**src/rtl/tracer_udma_cfg_pkg.sv**
```systemverilog
// Register map, CFG bit positions and sequencer states shared by the uDMA cfg master
// and the tracer adapter register interface.
package tracer_udma_cfg_pkg;

    localparam logic [4:0] REG_SADDR = 5'h00;
    localparam logic [4:0] REG_SIZE  = 5'h04;
    localparam logic [4:0] REG_CFG   = 5'h08;

    localparam int CFG_CONT_BIT   = 0;
    localparam int CFG_DS_LSB     = 1;
    localparam int CFG_FILTER_BIT = 3;
    localparam int CFG_EN_BIT     = 4;
    localparam int CFG_CLR_BIT    = 5;
    localparam int CFG_PEND_BIT   = 5;

    typedef enum logic [3:0] {
        ST_IDLE,
        ST_WR_SADDR,
        ST_WR_SIZE,
        ST_WR_CFG,
        ST_WAIT,
        ST_RD_SADDR,
        ST_RD_SIZE,
        ST_RD_CFG,
        ST_WR_CLR,
        ST_FINISH
    } cfg_state_e;

    function automatic logic [31:0] cfg_word(input logic clr, input logic en, input logic filter,
                                             input logic [1:0] datasize, input logic cont);
        logic [31:0] w;
        w = '0;
        w[CFG_CLR_BIT]                = clr;
        w[CFG_EN_BIT]                 = en;
        w[CFG_FILTER_BIT]             = filter;
        w[CFG_DS_LSB+1:CFG_DS_LSB]    = datasize;
        w[CFG_CONT_BIT]               = cont;
        return w;
    endfunction

endpackage

```
**src/rtl/tracer_poll_timer.sv**
```systemverilog
// Loadable down-counter: after load it runs INTERVAL cycles (INTERVAL-1 .. 0) and flags
// terminal count once, in the last of them; a new load restarts it at any time.
module tracer_poll_timer #(
    parameter int unsigned INTERVAL = 16
) (
    input  logic clk_i,
    input  logic rst_i,
    input  logic load_i,
    output logic tc_o
);

    localparam int unsigned CW = $clog2(INTERVAL + 1);

    logic [CW-1:0] cnt_q;
    logic          armed_q;

    always_ff @(posedge clk_i) begin
        if (rst_i) begin
            cnt_q   <= '0;
            armed_q <= 1'b0;
        end else if (load_i) begin
            cnt_q   <= CW'(INTERVAL - 1);
            armed_q <= 1'b1;
        end else if (armed_q) begin
            if (cnt_q == '0) begin
                armed_q <= 1'b0;
            end else begin
                cnt_q <= cnt_q - CW'(1);
            end
        end
    end

    assign tc_o = armed_q && (cnt_q == '0);

endmodule

```
**src/rtl/tracer_udma_cfg_master.sv**
```systemverilog
// Programs one uDMA RX channel over the cfg bus on start, then polls it until it drains
// or is aborted; every output is registered from the next FSM state.
module tracer_udma_cfg_master
    import tracer_udma_cfg_pkg::*;
#(
    parameter int unsigned L2_AWIDTH_NOAL = 12,
    parameter int unsigned TRANS_SIZE     = 16,
    parameter int unsigned POLL_INTERVAL  = 16
) (
    input  logic                      clk_i,
    input  logic                      rst_i,
    input  logic                      start_i,
    input  logic [L2_AWIDTH_NOAL-1:0] buf_addr_i,
    input  logic [TRANS_SIZE-1:0]     buf_size_i,
    input  logic [1:0]                datasize_i,
    input  logic                      continuous_i,
    input  logic                      filter_i,
    input  logic                      abort_i,
    output logic                      busy_o,
    output logic                      done_o,
    output logic                      aborted_o,
    output logic                      err_o,
    output logic [TRANS_SIZE-1:0]     bytes_left_o,
    output logic [L2_AWIDTH_NOAL-1:0] curr_addr_o,
    output logic [31:0]               cfg_data_o,
    output logic [4:0]                cfg_addr_o,
    output logic                      cfg_valid_o,
    output logic                      cfg_rw_no,
    input  logic [31:0]               cfg_data_i,
    input  logic                      cfg_ready_i
);

    cfg_state_e state_q, state_d;

    logic [L2_AWIDTH_NOAL-1:0] addr_q, addr_d;
    logic [TRANS_SIZE-1:0]     size_q, size_d;
    logic [1:0]                ds_q, ds_d;
    logic                      cont_q, cont_d;
    logic                      filt_q, filt_d;
    logic                      abort_q, abort_d;

    logic                      busy_d, done_d, aborted_d, err_d;
    logic [TRANS_SIZE-1:0]     bytes_left_d;
    logic [L2_AWIDTH_NOAL-1:0] curr_addr_d;
    logic [31:0]               cfg_data_d;
    logic [4:0]                cfg_addr_d;
    logic                      cfg_valid_d, cfg_rw_d;

    logic hs, abort_pend, timer_load, timer_tc;
    logic cfg_data_unused;

    assign hs              = cfg_valid_o & cfg_ready_i;
    assign abort_pend      = abort_q | abort_i;
    assign cfg_data_unused = ^cfg_data_i;

    tracer_poll_timer #(
        .INTERVAL (POLL_INTERVAL)
    ) u_poll_timer (
        .clk_i  (clk_i),
        .rst_i  (rst_i),
        .load_i (timer_load),
        .tc_o   (timer_tc)
    );

    // Next state; an abort is only acted on at a transaction boundary or while waiting.
    always_comb begin
        state_d    = state_q;
        addr_d     = addr_q;
        size_d     = size_q;
        ds_d       = ds_q;
        cont_d     = cont_q;
        filt_d     = filt_q;
        abort_d    = abort_q | abort_i;
        timer_load = 1'b0;

        case (state_q)
            ST_IDLE: begin
                abort_d = 1'b0;
                if (start_i && (buf_size_i != '0)) begin
                    state_d = ST_WR_SADDR;
                    addr_d  = buf_addr_i;
                    size_d  = buf_size_i;
                    ds_d    = datasize_i;
                    cont_d  = continuous_i;
                    filt_d  = filter_i;
                end
            end
            ST_WR_SADDR: if (hs) state_d = abort_pend ? ST_WR_CLR : ST_WR_SIZE;
            ST_WR_SIZE:  if (hs) state_d = abort_pend ? ST_WR_CLR : ST_WR_CFG;
            ST_WR_CFG: begin
                if (hs) begin
                    state_d    = abort_pend ? ST_WR_CLR : ST_WAIT;
                    timer_load = !abort_pend;
                end
            end
            ST_WAIT: begin
                if (abort_pend)    state_d = ST_WR_CLR;
                else if (timer_tc) state_d = ST_RD_SADDR;
            end
            ST_RD_SADDR: if (hs) state_d = abort_pend ? ST_WR_CLR : ST_RD_SIZE;
            ST_RD_SIZE:  if (hs) state_d = abort_pend ? ST_WR_CLR : ST_RD_CFG;
            ST_RD_CFG: begin
                if (hs) begin
                    if (abort_pend) begin
                        state_d = ST_WR_CLR;
                    end else if (!cont_q && !cfg_data_i[CFG_EN_BIT] && !cfg_data_i[CFG_PEND_BIT]) begin
                        state_d = ST_FINISH;
                    end else begin
                        state_d    = ST_WAIT;
                        timer_load = 1'b1;
                    end
                end
            end
            ST_WR_CLR: if (hs) state_d = ST_FINISH;
            ST_FINISH: begin
                abort_d = 1'b0;
                state_d = ST_IDLE;
            end
            default: state_d = ST_IDLE;
        endcase
    end

    // Output registers are loaded from the state being entered, so they hold steady while stalled.
    always_comb begin
        cfg_valid_d = 1'b0;
        cfg_rw_d    = 1'b1;
        cfg_addr_d  = '0;
        cfg_data_d  = '0;

        case (state_d)
            ST_WR_SADDR: begin
                cfg_valid_d = 1'b1;
                cfg_rw_d    = 1'b0;
                cfg_addr_d  = REG_SADDR;
                cfg_data_d  = 32'(addr_d);
            end
            ST_WR_SIZE: begin
                cfg_valid_d = 1'b1;
                cfg_rw_d    = 1'b0;
                cfg_addr_d  = REG_SIZE;
                cfg_data_d  = 32'(size_d);
            end
            ST_WR_CFG: begin
                cfg_valid_d = 1'b1;
                cfg_rw_d    = 1'b0;
                cfg_addr_d  = REG_CFG;
                cfg_data_d  = cfg_word(1'b0, 1'b1, filt_d, ds_d, cont_d);
            end
            ST_RD_SADDR: begin
                cfg_valid_d = 1'b1;
                cfg_addr_d  = REG_SADDR;
            end
            ST_RD_SIZE: begin
                cfg_valid_d = 1'b1;
                cfg_addr_d  = REG_SIZE;
            end
            ST_RD_CFG: begin
                cfg_valid_d = 1'b1;
                cfg_addr_d  = REG_CFG;
            end
            ST_WR_CLR: begin
                cfg_valid_d = 1'b1;
                cfg_rw_d    = 1'b0;
                cfg_addr_d  = REG_CFG;
                cfg_data_d  = cfg_word(1'b1, 1'b0, filt_d, ds_d, cont_d);
            end
            default: ;
        endcase

        busy_d    = (state_d != ST_IDLE) && (state_d != ST_FINISH);
        done_d    = (state_d == ST_FINISH);
        aborted_d = (state_d == ST_FINISH) && (state_q == ST_WR_CLR);
        err_d     = (state_q == ST_IDLE) && start_i && (buf_size_i == '0);

        bytes_left_d = bytes_left_o;
        curr_addr_d  = curr_addr_o;
        if (hs && (state_q == ST_RD_SIZE))  bytes_left_d = cfg_data_i[TRANS_SIZE-1:0];
        if (hs && (state_q == ST_RD_SADDR)) curr_addr_d  = cfg_data_i[L2_AWIDTH_NOAL-1:0];
    end

    always_ff @(posedge clk_i) begin
        if (rst_i) begin
            state_q      <= ST_IDLE;
            addr_q       <= '0;
            size_q       <= '0;
            ds_q         <= '0;
            cont_q       <= 1'b0;
            filt_q       <= 1'b0;
            abort_q      <= 1'b0;
            busy_o       <= 1'b0;
            done_o       <= 1'b0;
            aborted_o    <= 1'b0;
            err_o        <= 1'b0;
            bytes_left_o <= '0;
            curr_addr_o  <= '0;
            cfg_valid_o  <= 1'b0;
            cfg_rw_no    <= 1'b1;
            cfg_addr_o   <= '0;
            cfg_data_o   <= '0;
        end else begin
            state_q      <= state_d;
            addr_q       <= addr_d;
            size_q       <= size_d;
            ds_q         <= ds_d;
            cont_q       <= cont_d;
            filt_q       <= filt_d;
            abort_q      <= abort_d;
            busy_o       <= busy_d;
            done_o       <= done_d;
            aborted_o    <= aborted_d;
            err_o        <= err_d;
            bytes_left_o <= bytes_left_d;
            curr_addr_o  <= curr_addr_d;
            cfg_valid_o  <= cfg_valid_d;
            cfg_rw_no    <= cfg_rw_d;
            cfg_addr_o   <= cfg_addr_d;
            cfg_data_o   <= cfg_data_d;
        end
    end

endmodule

```
**config.mk**
```make
export PLATFORM = sky130hd
export DESIGN_NAME = tracer_udma_cfg_master
export DESIGN_NICKNAME = d
export VERILOG_FILES = /design/src/rtl/tracer_udma_cfg_pkg.sv /design/src/rtl/tracer_poll_timer.sv /design/src/rtl/tracer_udma_cfg_master.sv
export SDC_FILE = /design/constraint.sdc
export NUM_CORES = 1
export LEC_CHECK = 0
export CORE_UTILIZATION = 40
export CTS_CLUSTER_DIAMETER = 60
export CTS_CLUSTER_SIZE = 20
export DETAILED_ROUTE_END_ITERATION = 8
export PLACE_DENSITY = 0.72
export SYNTH_ARGS = -nofsm -noshare
export SYNTH_HDL_FRONTEND = slang
export SYNTH_SLANG_ARGS = --single-unit
```
**constraint.sdc**
```tcl
create_clock -name clk_i -period 2.79 [get_ports clk_i]
set_input_delay 0.558 -clock clk_i [delete_from_list [all_inputs] [get_ports clk_i]]
set_output_delay 0.558 -clock clk_i [all_outputs]
set_load 0.01 [all_outputs]
```
==> key figures, run 1 <==
Outcome
  • Outcome: completed

STA
  • Maximum operating frequency: 372.2 MHz
  • Final setup violation count: 0
  • Time the worst path needs with I/O delays and setup: 2686 ps
  • Unrepaired setup endpoints after global routing: false
  • Number of failing hold endpoints at the final stage: 0
  • Worst Tran Pin Value: 556.4 ps
  • Final critical-path share of the clock period: 96.29%
  • Slew headroom: 62.87%
  • Slew Limit Fails: 0
  • Clock tree skew after final layout: 8.225 ps

Setup path
  • Required time of the worst setup path: 3070 ps
  • Slowest stage cell on the critical path: sky130_fd_sc_hd__or4_4
  • Category of the most critical setup path: input pin to register
  • Startpoint Class: input pin
  • Number of buffer and inverter instances along the worst setup path: 2
  • Cell mode on critical path: sky130_fd_sc_hd__nor3_2
  • Cell-by-cell listing of the critical path: clkdlybuf4s50_1, nor3_2, and4b_1, or4_4, nor3_2, buf_6, or4b_1, a311oi_2
  • Delay contributed by the slowest stage of the critical path: 520 ps
  • Arrival @ worst endpoint: 2970 ps
  • Worst Path Max Fanout: 16
  • Kind of cell with the highest combined delay on the critical path: simple AND/OR/NAND/NOR gates
  • Setup crit end kind: register

Route
  • Count of unresolved DRC violations after routing: 0
  • Via/cell ratio: 5.008
  • Number of antenna-violating nets in the routed design: 0
  • First DRT Iteration DRCs: 206
  • Routed length per instance: 14.28 µm
  • Overall via count from detail_route: 3621
  • Drt pass-1 iters: 4
  • Total Routed Length: 10320 µm

Pwr
  • Leakage component of the power: 2.150 nW
  • Peak ir drop on the vdd network: 0.2709 mV
  • Power per Cell Area: 478.5 mW/mm²
  • Post-layout power: 2.746 mW

Synthesis
  • Yosys reg bits: 95
  • Post-Synthesis Cells: 441
  • Top flip-flop cell by instance count after synthesis: sky130_fd_sc_hd__dfxtp_1
  • EDFF count, synth: 0
  • Post-synthesis instance area: 0.004058 mm²
  • Count of unique library cells instantiated by Yosys: 52
  • Part of the Yosys area used for sequential elements: 46.87%
  • Async S/R FF share, synth: 0%
  • Synth Area per Inst: 9.201 µm²
  • Number of warnings printed during yosys synthesis: 0

Global routing
  • Peak-usage layer in the global routing report: met2
  • Global routing usage on met3: 5.559%
  • Pin count of the biggest net entering global routing: 70
  • Total congestion overflow: 0
  • Tot GR Track Use: 19.89%
  • Via count of the first global-routing pass: 3315
  • Global-route wire length before repair: 16000 µm
  • Global Route met1 Usage: 25.74%
  • GR met2 Demand/Resource: 32.10%
  • Initial antenna violation count: 0

Die
  • Die Area: 0.01055 mm²
  • Area inside the core boundary: 0.009819 mm²
  • Chip width: 102.7 µm
  • Placement Rows: 36
  • Chip Height: 102.7 µm
  • Initial cell density of the core: 41.32%
  • Num ports: 140

Place
  • Post-detailed-placement cell area: 0.005530 mm²
  • Final weighted congestion in routability-driven placement: 0.8249
  • Sum of net half-perimeters after detailed placement: 7476 µm
  • Number of port buffers: 104

Clock tree
  • TritonCTS sink count: 95
  • Htree depth: 3
  • Clk pin slew, worst setup/hold paths: 90 ps
  • Root Driver: sky130_fd_sc_hd__clkbuf_8
  • Clock latency reported for the late side of the worst-skew pair: 370 ps
  • CTS tree: built
  • Clock buffers created by TritonCTS: 9
  • Clock buffer depth: 2

Hold path
  • Hold WC Path Type: register to register

Finish
  • Final design instance area without fill: 0.005738 mm²
  • Count of inserted antenna diode cells: 0
  • Most common library cell in the layout ignoring fill and taps: sky130_fd_sc_hd__clkdlybuf4s50_1
  • Synthesis-to-finish area growth: 41.41%
  • Utilization of the core after routing: 58.44%
  • NumNets Final: 656
  • Leading cell types in the layout, fill and taps excluded: 103 x sky130_fd_sc_hd__clkdlybuf4s50_1, 95 x sky130_fd_sc_hd__dfxtp_1, 58 x sky130_fd_sc_hd__buf_4, 54 x sky130_fd_sc_hd__nor2_1
  • Share of cells above drive strength 1: 14.92%

Run
  • Max-cap check violation count: 0
==> final cells by class <==
cell class / count / area (µm²)
Clock buffer: 11 / 141.4
Clock inverter: 5 / 41.29
Fill cell: 884 / 4081
Inverter: 5 / 18.77
Multi-Input combinational cell: 310 / 1966
Sequential cell: 95 / 1902
Tap cell: 133 / 166.4
Timing Repair Buffer: 164 / 1503
==> tightest hold or removal path, delay by kind of cell (launching register included) <==
family	cells	cell delay [ps]
DFF	1	320
and+or+nand+nor	1	50
AOI/OAI and AO/OA	1	50
==> cells by family (layout without fill, tap and decap cells) <==
family,after synthesis,after routing,synth area share (%)
multiplexers,42,42,10.39
AO/OA/AOI/OAI,73,73,11.59
other,1,19,0.09242
buffers and inverters,54,185,7.339
XOR/XNOR,5,5,1.079
AND/OR/NAND/NOR,169,169,22.02
flip-flops,95,95,46.87
adder cells (fa/ha/maj),2,2,0.6166
==> timing repair <==
item | in CTS | in global routing
hold buffers | 0 | 0
hold endpoints to repair | 0 | 0
setup endpoints to repair | 0 | 3
buffers inserted | 0 | 0
gates resized for setup | 0 | 5
==> synthesized netlist by cell type, types with 2 or more instances <==
cell type                   number  area, µm²
sky130_fd_sc_hd__inv_1           5      18.77
sky130_fd_sc_hd__nand2_1        41      153.9
sky130_fd_sc_hd__buf_2           7      35.03
sky130_fd_sc_hd__nor4_1         10      62.56
sky130_fd_sc_hd__or4b_1         11      110.1
sky130_fd_sc_hd__a2111oi_0       4      35.03
sky130_fd_sc_hd__a21o_1          2      15.01
sky130_fd_sc_hd__and3b_1         2      17.52
sky130_fd_sc_hd__nand3_1         6      30.03
sky130_fd_sc_hd__a32o_1          2      20.02
sky130_fd_sc_hd__and4b_1         2      20.02
sky130_fd_sc_hd__xnor2_1         5      43.79
sky130_fd_sc_hd__o21ai_0         4      20.02
sky130_fd_sc_hd__nor3_1         11      55.05
sky130_fd_sc_hd__and3_1          2      12.51
sky130_fd_sc_hd__buf_4          21      157.7
sky130_fd_sc_hd__a31oi_1         4      25.02
sky130_fd_sc_hd__nor2_1         55      206.5
sky130_fd_sc_hd__a211oi_1        9      67.56
sky130_fd_sc_hd__nand4_1         2      12.51
sky130_fd_sc_hd__clkbuf_1       20      75.07
sky130_fd_sc_hd__and2_1          2      12.51
sky130_fd_sc_hd__o22ai_1         2      12.51
sky130_fd_sc_hd__dfxtp_1        95       1902
sky130_fd_sc_hd__nand3b_1       11      82.58
sky130_fd_sc_hd__ha_1            2      25.02
sky130_fd_sc_hd__nand2b_1        2      12.51
sky130_fd_sc_hd__mux2i_1        41      410.4
sky130_fd_sc_hd__a21oi_1        34      170.2
sky130_fd_sc_hd__a311oi_1        5      43.79
==> per-stage QoR <==
stage          instances  setup slack [ps]  setup TNS, ps  hold WS [ps]
2_1_floorplan        459             283.4              0         448.0
3_3_place_gp         707            -311.0          -5190         442.4
3_5_place_dp         707            -346.7          -5217         445.7
4_1_cts              723             32.32              0         458.4
5_1_grt              723             7.164              0         480.1
6_report             723             103.5              0         454.9
==> registers in the layout (all words and copies together) (netlist names), 2 cells and up <==
name,count
addr_q,12
bytes_left_o,16
cfg_addr_o,2
cfg_data_o,16
curr_addr_o,12
ds_q,2
size_q,16
state_q,4
u_poll_timer.cnt_q,5
==> power breakdown <==
group          leakage (nW)  total [mW]  switching, mW  internal (mW)
clock network        0.0861       0.850          0.495          0.355
registers             0.772        1.43         0.0197           1.41
logic                  1.29       0.471          0.223          0.248
==> final timing paths <==
check / slack [ps] / end / from / cells after the start
worst min-delay path: 450 / bytes_left_o[10]$_SDFFE_PP0P_ / bytes_left_o[10]$_SDFFE_PP0P_ / 2
worst min register to register: 450 / bytes_left_o[10]$_SDFFE_PP0P_ / bytes_left_o[10]$_SDFFE_PP0P_ / 2
worst max-delay path: 100 / cfg_data_o[3]$_SDFF_PP0_ / cfg_data_i[4] / 8
worst max register to register: 220 / cfg_data_o[3]$_SDFF_PP0_ / state_q[3]$_SDFF_PP0_ / 7
==> layer usage <==
layer | up-vias | wire length, µm
met5 | - | 0
met1 | 1684 | 4721
met4 | 0 | 116
met2 | 108 | 4919
li1 | 1818 | -
met3 | 11 | 565
Note: power is estimated with default switching activity, not from simulation.
==> run 2: changes to the inputs <==
--- a/config.mk
+++ b/config.mk
@@ -5,6 +5,7 @@
 export SDC_FILE = /design/constraint.sdc
 export NUM_CORES = 1
 export LEC_CHECK = 0
+export CORE_MARGIN = 4
 export CORE_UTILIZATION = 40
 export CTS_CLUSTER_DIAMETER = 60
 export CTS_CLUSTER_SIZE = 20
@@ -13,3 +14,4 @@
 export SYNTH_ARGS = -nofsm -noshare
 export SYNTH_HDL_FRONTEND = slang
 export SYNTH_SLANG_ARGS = --single-unit
+export TNS_END_PERCENT = 5
==> run 2 against run 1 <==
Die area grew 12%. Non-clock buffer count is 4 lower. Utilization shrank 0.11 points. Sequential cell count unchanged. Clock-buffer cell count fell by 2. Combinational power decreased by 1%. Worst hold slack got worse by 7.9 ps. Critical path depth is the same. Fmax about the same. Via count up 0.83%. Global-route usage decreased by 2.0 points. Critical endpoint unchanged.
==> key figures, run 2 (synthesis gave the netlist of run 1 again) <==
Global routing
  • Pin count of the biggest net entering global routing: 51
  • Total congestion overflow: 0
  • Global-route wire length before repair: 17010 µm
  • Via count of the first global-routing pass: 3576
  • Initial antenna violation count: 0
  • Tot GR Track Use: 17.85%

STA
  • Post-route setup TNS: 0 ps
  • Final setup violation count: 0
  • Maximum operating frequency: 371.9 MHz
  • Unrepaired setup endpoints after global routing: true
  • Final critical-path share of the clock period: 96.38%
  • Time the worst path needs with I/O delays and setup: 2689 ps
  • Clock tree skew after final layout: 15.40 ps
  • Slew Limit Fails: 0
  • Number of failing hold endpoints at the final stage: 0
  • Worst setup margin: 100.9 ps

Clock tree
  • Cts-stage hold buffer count: 0
  • Root Driver: sky130_fd_sc_hd__clkbuf_8
  • Clock latency reported for the late side of the worst-skew pair: 360 ps
  • Clock buffers created by TritonCTS: 9
  • CTS tree: built
  • Clock buffer depth: 2
  • Clk pin slew, worst setup/hold paths: 90 ps
  • TritonCTS sink count: 95
  • Htree depth: 3

Pwr
  • Leakage component of the power: 2.137 nW
  • Peak ir drop on the vdd network: 0.2853 mV
  • Power per Cell Area: 485.6 mW/mm²

Die
  • Chip width: 108.7 µm
  • Num ports: 140
  • Die Area: 0.01182 mm²
  • Chip Height: 108.7 µm
  • Placement Rows: 36
  • Initial cell density of the core: 41.32%
  • Area inside the core boundary: 0.009819 mm²

Setup path
  • Cells on worst reg2reg path: 7
  • Setup crit end kind: register
  • Arrival @ worst endpoint: 2960 ps
  • Startpoint Class: input pin
  • Worst setup slack for register-to-register paths: 190 ps
  • Worst Path Max Fanout: 8
  • Required time of the worst setup path: 3060 ps
  • Category of the most critical setup path: input pin to register

Hold path
  • Hold WC Path Type: input pin to register
  • Worst Hold Path Cells: 2

Finish
  • Regs by FF count: bytes_left_o x16, cfg_data_o x16, size_q x16
  • Leading cell types in the layout, fill and taps excluded: 103 x sky130_fd_sc_hd__clkdlybuf4s50_1, 95 x sky130_fd_sc_hd__dfxtp_1, 56 x sky130_fd_sc_hd__buf_4, 54 x sky130_fd_sc_hd__nor2_1
  • Fill cell total of the finished layout: 904
  • Synthesis-to-finish area growth: 41.13%
  • Count of inserted antenna diode cells: 0
  • Share of cells above drive strength 1: 14.85%
  • NumNets Final: 653
  • Most common library cell in the layout ignoring fill and taps: sky130_fd_sc_hd__clkdlybuf4s50_1

Route
  • Routed length per instance: 14.50 µm
  • Via/cell ratio: 5.078
  • Count of unresolved DRC violations after routing: 0
  • First DRT Iteration DRCs: 196
  • Number of antenna-violating nets in the routed design: 0
  • Drt pass-1 iters: 4
  • Overall via count from detail_route: 3651
  • Total Routed Length: 10420 µm

Outcome
  • Outcome: completed

Run
  • Max-cap check violation count: 0

Place
  • Number of port buffers: 104
  • Sum of net half-perimeters after detailed placement: 7695 µm
  • Final weighted congestion in routability-driven placement: 0.8580
  • Pre-CTS setup slack: -293.7 ps
==> run 2: cell types whose count changed in the layout (fill, tap and decap cells not counted), sizes merged <==
cell,before,now
clkinvlp,2,1
bufinv,0,1
inv,6,7
clkbuf,11,9
nor2,56,57
buf,61,57
==> run 2: power breakdown <==
part	switching [mW]	internal (mW)
clock	0.474	0.416
sequential	0.0193	1.41
combinational	0.222	0.244
==> run 2: worst paths after layout <==
| kind | to | startpoint |
|---|---|---|
| worst min register to register | bytes_left_o[5]$_SDFFE_PP0P_ | bytes_left_o[5]$_SDFFE_PP0P_ |
| worst max register to register | cfg_data_o[3]$_SDFF_PP0_ | state_q[1]$_SDFF_PP0_ |
| worst max-delay path | cfg_data_o[3]$_SDFF_PP0_ | cfg_data_i[4] |
| worst min-delay path | state_q[0]$_SDFF_PP0_ | rst_i |
==> run 2: per-layer routing <==
metal  routed length, µm  share of wire [%]  track usage [%]
met3                 552                5.3            4.204
met2                4879                 47            28.77
met1                4816                 46            23.63
met5                   0                  0                0
met4                 175                1.7            5.771
==> run 2: final cells by class <==
class,count,area (µm²),share of cell area (%)
clock buffers,9,123.9,2.163
repair buffers,160,1456,25.43
clock inverters,6,68.82,1.202
well taps,133,166.4,2.906
multi-input cells,311,1991,34.76
flip-flops and latches,95,1902,33.21
inverters,5,18.77,0.3277
==> run 2: timing repair <==
| action | in CTS | in global routing |
|---|---|---|
| resized for setup | 0 | 10 |
| endpoints found under the setup margin | 0 | 14 |
| setup buffers | 0 | 2 |
==> run 2: worst max-delay path: stages <==
cell	delay (ps)
sky130_fd_sc_hd__clkdlybuf4s50_1	520
sky130_fd_sc_hd__nor3_2	90
sky130_fd_sc_hd__and4b_1	200
sky130_fd_sc_hd__or4_4	530
sky130_fd_sc_hd__nor3_4	140
sky130_fd_sc_hd__buf_4	170
sky130_fd_sc_hd__or4b_1	470
sky130_fd_sc_hd__a311oi_1	280
==> run 2: through the flow <==
| stage | cell area [µm²] | utilization [%] | hold slack, ps | power, mW | std cells |
|---|---|---|---|---|---|
| CTS | 5665 | 57.70 | 431.9 | 2.796 | 716 |
| finish | 5727 | 58.32 | 447.0 | 2.781 | 719 |
| detailed placement | 5473 | 55.73 | 446.1 | 1.912 | 701 |
| global placement | 5473 | 55.73 | 442.4 | 1.904 | 701 |
| global route | 5727 | 58.32 | 440.6 | 2.918 | 719 |
| floorplan | 4125 | - | 448.0 | 1.697 | 459 |
==> run 3: changes to the inputs <==
--- a/config.mk
+++ b/config.mk
@@ -5,6 +5,7 @@
 export SDC_FILE = /design/constraint.sdc
 export NUM_CORES = 1
 export LEC_CHECK = 0
+export CAP_MARGIN = 40
 export CORE_MARGIN = 4
 export CORE_UTILIZATION = 40
 export CTS_CLUSTER_DIAMETER = 60
==> results of run 3 <==
Same layout as run 2: the final DEF is identical, and so are final timing and power.
